**src/rtl/procesador_pkg.sv**
```systemverilog
// Shared definitions for the vector processor pipeline: opcode encoding,
// instruction field positions and the fetch-stage state encoding.
package procesador_pkg;

  localparam int DEFAULT_PC_WIDTH    = 8;
  localparam int DEFAULT_INSTR_WIDTH = 16;

  localparam int OPCODE_WIDTH = 4;
  localparam int OPCODE_MSB   = 15;
  localparam int OPCODE_LSB   = 12;
  localparam int DEST_MSB     = 11;
  localparam int DEST_LSB     = 8;
  localparam int SRC_MSB      = 7;
  localparam int SRC_LSB      = 4;

  localparam logic [3:0] OP_NOP  = 4'b0000;
  localparam logic [3:0] OP_0001 = 4'b0001;
  localparam logic [3:0] OP_0010 = 4'b0010;
  localparam logic [3:0] OP_0011 = 4'b0011;
  localparam logic [3:0] OP_0100 = 4'b0100;
  localparam logic [3:0] OP_0101 = 4'b0101;
  localparam logic [3:0] OP_0110 = 4'b0110;
  localparam logic [3:0] OP_0111 = 4'b0111;
  localparam logic [3:0] OP_1000 = 4'b1000;
  localparam logic [3:0] OP_1001 = 4'b1001;
  localparam logic [3:0] OP_1010 = 4'b1010;
  localparam logic [3:0] OP_1011 = 4'b1011;
  localparam logic [3:0] OP_1100 = 4'b1100;
  localparam logic [3:0] OP_1101 = 4'b1101;
  localparam logic [3:0] OP_1110 = 4'b1110;
  localparam logic [3:0] OP_1111 = 4'b1111;

  typedef enum logic [1:0] {
    IDLE  = 2'd0,
    FETCH = 2'd1,
    ISSUE = 2'd2
  } fetch_state_t;

endpackage

```
**src/rtl/unidad_fetch_pc_counter.sv**
```systemverilog
// Program counter register: load has priority over increment, otherwise holds.
// Increment wraps naturally modulo 2^PC_WIDTH.
module pc_counter #(
  parameter int PC_WIDTH = 8
) (
  input  logic                clk,
  input  logic                rst_n,
  input  logic                load,
  input  logic [PC_WIDTH-1:0] load_value,
  input  logic                inc,
  output logic [PC_WIDTH-1:0] pc
);

  always_ff @(posedge clk or negedge rst_n) begin
    if (!rst_n) begin
      pc <= '0;
    end else if (load) begin
      pc <= load_value;
    end else if (inc) begin
      pc <= pc + 1'b1;
    end
  end

endmodule

```
**src/rtl/unidad_fetch.sv**
```systemverilog
// Instruction fetch stage: owns the PC, reads instruction memory over a
// req/ack handshake and holds the issued instruction while downstream stalls.
module unidad_fetch
  import procesador_pkg::*;
#(
  parameter int PC_WIDTH    = DEFAULT_PC_WIDTH,
  parameter int INSTR_WIDTH = DEFAULT_INSTR_WIDTH
) (
  input  logic                   clk,
  input  logic                   rst_n,
  input  logic                   start,
  input  logic                   stall,
  input  logic                   sel_pc,
  input  logic [PC_WIDTH-1:0]    pc_target,
  output logic                   imem_req,
  output logic [PC_WIDTH-1:0]    imem_addr,
  input  logic                   imem_ack,
  input  logic [INSTR_WIDTH-1:0] imem_data,
  output logic [INSTR_WIDTH-1:0] instr,
  output logic [3:0]             opcode_out,
  output logic [PC_WIDTH-1:0]    instr_pc,
  output logic                   instr_valid,
  output logic                   busy
);

  fetch_state_t state, next_state;
  logic [PC_WIDTH-1:0] pc;
  logic pc_load;
  logic pc_inc;
  logic capture;
  logic consume;

  pc_counter #(.PC_WIDTH(PC_WIDTH)) u_pc (
    .clk        (clk),
    .rst_n      (rst_n),
    .load       (pc_load),
    .load_value (pc_target),
    .inc        (pc_inc),
    .pc         (pc)
  );

  assign imem_addr = pc;

  always_comb begin
    next_state = state;
    pc_load    = 1'b0;
    pc_inc     = 1'b0;
    capture    = 1'b0;
    consume    = 1'b0;
    case (state)
      IDLE: begin
        if (start) next_state = FETCH;
      end
      FETCH: begin
        if (imem_ack) begin
          capture    = 1'b1;
          pc_inc     = 1'b1;
          next_state = ISSUE;
        end
      end
      ISSUE: begin
        // sel_pc only matters in the cycle the instruction is actually consumed
        if (!stall) begin
          consume    = 1'b1;
          pc_load    = sel_pc;
          next_state = start ? FETCH : IDLE;
        end
      end
      default: next_state = IDLE;
    endcase
  end

  always_ff @(posedge clk or negedge rst_n) begin
    if (!rst_n) begin
      state       <= IDLE;
      imem_req    <= 1'b0;
      busy        <= 1'b0;
      instr       <= '0;
      opcode_out  <= OP_NOP;
      instr_pc    <= '0;
      instr_valid <= 1'b0;
    end else begin
      state    <= next_state;
      imem_req <= (next_state == FETCH);
      busy     <= (next_state != IDLE);
      if (capture) begin
        instr       <= imem_data;
        opcode_out  <= imem_data[INSTR_WIDTH-1 -: OPCODE_WIDTH];
        instr_pc    <= pc;
        instr_valid <= 1'b1;
      end else if (consume) begin
        instr_valid <= 1'b0;
      end
    end
  end

endmodule

```
**config.mk**
```make
export PLATFORM = sky130hd
export DESIGN_NAME = unidad_fetch
export DESIGN_NICKNAME = d
export VERILOG_FILES = /design/src/rtl/procesador_pkg.sv /design/src/rtl/unidad_fetch_pc_counter.sv /design/src/rtl/unidad_fetch.sv
export SDC_FILE = /design/constraint.sdc
export NUM_CORES = 1
export LEC_CHECK = 0
export BUFFER_PORTS_ARGS = -buffer_cell sky130_fd_sc_hd__buf_2
export CAP_MARGIN = 20
export CORE_MARGIN = 5
export CORE_UTILIZATION = 40
export CTS_BUF_LIST = sky130_fd_sc_hd__clkbuf_2
export DETAILED_ROUTE_END_ITERATION = 8
export PLACE_DENSITY = 0.69
export SLEW_MARGIN = 5
export SYNTH_ARGS = -nofsm -noshare
export SYNTH_HDL_FRONTEND = slang
export SYNTH_SLANG_ARGS = --single-unit
```
**constraint.sdc**
```tcl
create_clock -name clk -period 2.6 [get_ports clk]
set_input_delay 0.26 -clock clk [delete_from_list [all_inputs] [get_ports clk]]
set_output_delay 0.26 -clock clk [all_outputs]
set_load 0.05 [all_outputs]
```
==> flow_summary_export.csv <==
group,metric,value,unit
sta,hold_viol_final,0,
sta,finalSetupTns,0,ns
detailed_routing,wl,3570,um
yosys,synth_edf_count,0,
placement,dp_cells,277,
global_routing,grt_pass1_vias,1366,
outcome,status,"finished clean",
cells_and_area,nets,268,
cells_and_area,num_antenna_cells,0,
sta,worst_slack,0.895,ns
detailed_routing,drc,0,
sta,clock_skew,0.0127,ns
worst_setup_path,crit_fanout,15,
sta,worst_pin_slew,0.819,ns
global_routing,grt_max_degree,38,
worst_setup_path,crit_path_end_kind,"flop",
cells_and_area,layoutNonFillerInstCount,286,
floorplanning,die_x,72.9,um
sta,rsz0062_at_grt,"no",
yosys,yosysWarnings,0,
cts,cts.sinks,37,
yosys,ys_ff_latch,37,
placement,place.gp.congestion,0.799,
detailed_routing,drtIter0Drc,48,
yosys,netlist_instances,171,
placement,hpwl,2680,um
placement,post-place-ws,0.913,ns
floorplanning,start_util,0.423,
sta,max_clock_freq,586,MHz
global_routing,antenna_found_initial,0,
cts,cts_max_path_buffers,2,
yosys,syn_nets,202,
yosys,seq_area_frac_synth,0.585,
cts,clkTransAtPathRegs,0.18,ns
placement,port_buffers,68,
detailed_routing,num_vias,1365,
sta,period_share,0.656,
worst_setup_path,reg2reg_to,"u_pc.pc[2]",
floorplanning,design.die.area,5320,um^2
worst_setup_path,r2r_slack,0.89,ns
worst_hold_path,min-delay-path-class,"in2reg",
yosys,synth.cell_area,1580,um^2
cts,cts.htree.levels,2,
worst_setup_path,arrival,1.99,ns
worst_setup_path,critPathLaunchType,"flop",
sta,maxSlewViolCount,0,
detailed_routing,first_pass_iters,4,
global_routing,grt_pass1_wl,6070,um
floorplanning,core,3740,um^2
floorplanning,pin_count,69,
cells_and_area,area.growth.synth_to_final,24.1,%
job,maxCapViolCount,0,
sta,relSlewSlack,0.454,
global_routing,grt_overflow,0,
sta,final-setup-viol-count,0,
cts,cts_buffers,5,
worst_setup_path,rr_startpoint,"state[0]",
yosys,async_flop_share,1.00,
cts,cts_root_buf,"clkbuf_2",
floorplanning,row_count,22,
cts,cts_tree,"done",
cells_and_area,design_area,1970,um^2
worst_hold_path,worst_hold_path.endpoint,"instr[4]",
worst_hold_path,holdPathStages,3,
worst_setup_path,crit_type,"reg2reg",
yosys,synth_ff_type,"dfrtp_1",
worst_hold_path,hp-start,"imem_data[4]",
cts,cts-resized-gates,0,
detailed_routing,wl_per_cell,12.5,um
floorplanning,die_h,72.9,um
sta,period_needed,1.71,ns
detailed_routing,final_antenna_net_count,0,
worst_setup_path,reg2reg_depth,4,
cells_and_area,drive_above_1_share,0.336,
yosys,avgSynthCellArea,9.26,um^2
worst_setup_path,required,2.89,ns
global_routing,grtUsageTotal,0.149,
detailed_routing,vias_per_cell,4.77,
cts,clk_latency,0.37,ns
placement,placed_cell_area,1920,um^2
yosys,ys_types,25,
==> synthesized netlist by cell type, types with 2 or more instances <==
cell | number | area share
nand3_1 | 3 | 0.0095
mux2i_1 | 2 | 0.013
xor2_1 | 3 | 0.017
dfrtp_1 | 37 | 0.58
xnor2_1 | 3 | 0.017
and3_1 | 2 | 0.0079
buf_4 | 7 | 0.033
nor3_1 | 2 | 0.0063
buf_2 | 4 | 0.013
o21ai_1 | 4 | 0.013
o21ai_0 | 5 | 0.016
nand4_1 | 3 | 0.012
nand2_1 | 83 | 0.20
nand3b_1 | 2 | 0.0095
==> cell type report <==
| cell class | instances | area [um^2] |
|---|---|---|
| clock buffer | 6 | 30.0 |
| clock inverter | 2 | 10.0 |
| fill | 372 | 1780 |
| inverter | 1 | 3.75 |
| multi-input combinational | 121 | 571 |
| sequential | 37 | 926 |
| tap | 48 | 60.1 |
| timing repair buffer | 71 | 365 |
==> layer usage <==
metal  GRT usage  wire length [um]  part of all wire  up-vias
li1            -                 -                 -      672
met2       0.244              1650              0.46       52
met1       0.185              1560              0.44      634
met3      0.0510               322             0.090        7
met5           0                 0                 0        -
met4      0.0451                41             0.011        0
==> worst max path at each step <==
stage,start,endpoint,cells after the start
2_1_floorplan,u_pc.pc[0],u_pc.pc[6],5
3_3_place_gp,state[0],u_pc.pc[2],4
3_5_place_dp,state[0],u_pc.pc[2],4
4_1_cts,state[0],u_pc.pc[2],4
5_1_grt,state[0],u_pc.pc[2],4
6_report,state[0],u_pc.pc[2],4
==> sequential cells by signal, summed over array words and instances, names as in the netlist <==
name	count
instr_pc	8
u_pc.pc	8
imem_req	1
instr_valid	1
busy	1
state	2
opcode_out	1
instr	15
==> worst max-delay path: stages (launching register included) <==
cell and delay (ns):
dfrtp_1 0.47, nor2_1 0.19, and3_1 0.51, mux2i_1 0.14, a221o_1 0.31
==> placed cells by master, fill, tap and decap left out, drive strengths merged <==
cell type    count
dlygate4sd3      1
nand3b           2
nand4            3
dfrtp           37
buf             70
a221o            1
ha               1
a21oi            1
nand3            3
xor2             3
and3b            1
nor2             1
nor3             2
xnor2            3
inv              1
and3             2
nand2           83
clkinv           2
or2              1
o21ai           10
mux2i            2
a22oi            1
clkbuf           6
nor3b            1
==> per-stage QoR <==
stage	utilization	hold slack [ns]
6_report	0.525	0.0680
5_1_grt	0.525	0.0114
4_1_cts	0.525	0.0330
2_1_floorplan	-	-0.0356
3_5_place_dp	0.512	0.405
3_3_place_gp	0.512	0.410
==> cell families (layout without fill, tap and decap cells) <==
family	count (synthesis)	in the layout	share of synthesized area
compound gates	13	13	0.0482
simple gates	99	99	0.258
mux	2	2	0.0126
xor+xnor	6	6	0.0332
flops	37	37	0.585
fa+ha+maj	1	1	0.00790
buf+inv	13	80	0.0553
==> repair_timing <==
action                                 CTS  global route
buffers inserted                         0             0
endpoints found under the hold margin   37             0
hold buffers                             1             0
Power is not shown: default switching activity piles up to over one toggle a cycle in this logic, so the estimate is an artifact.
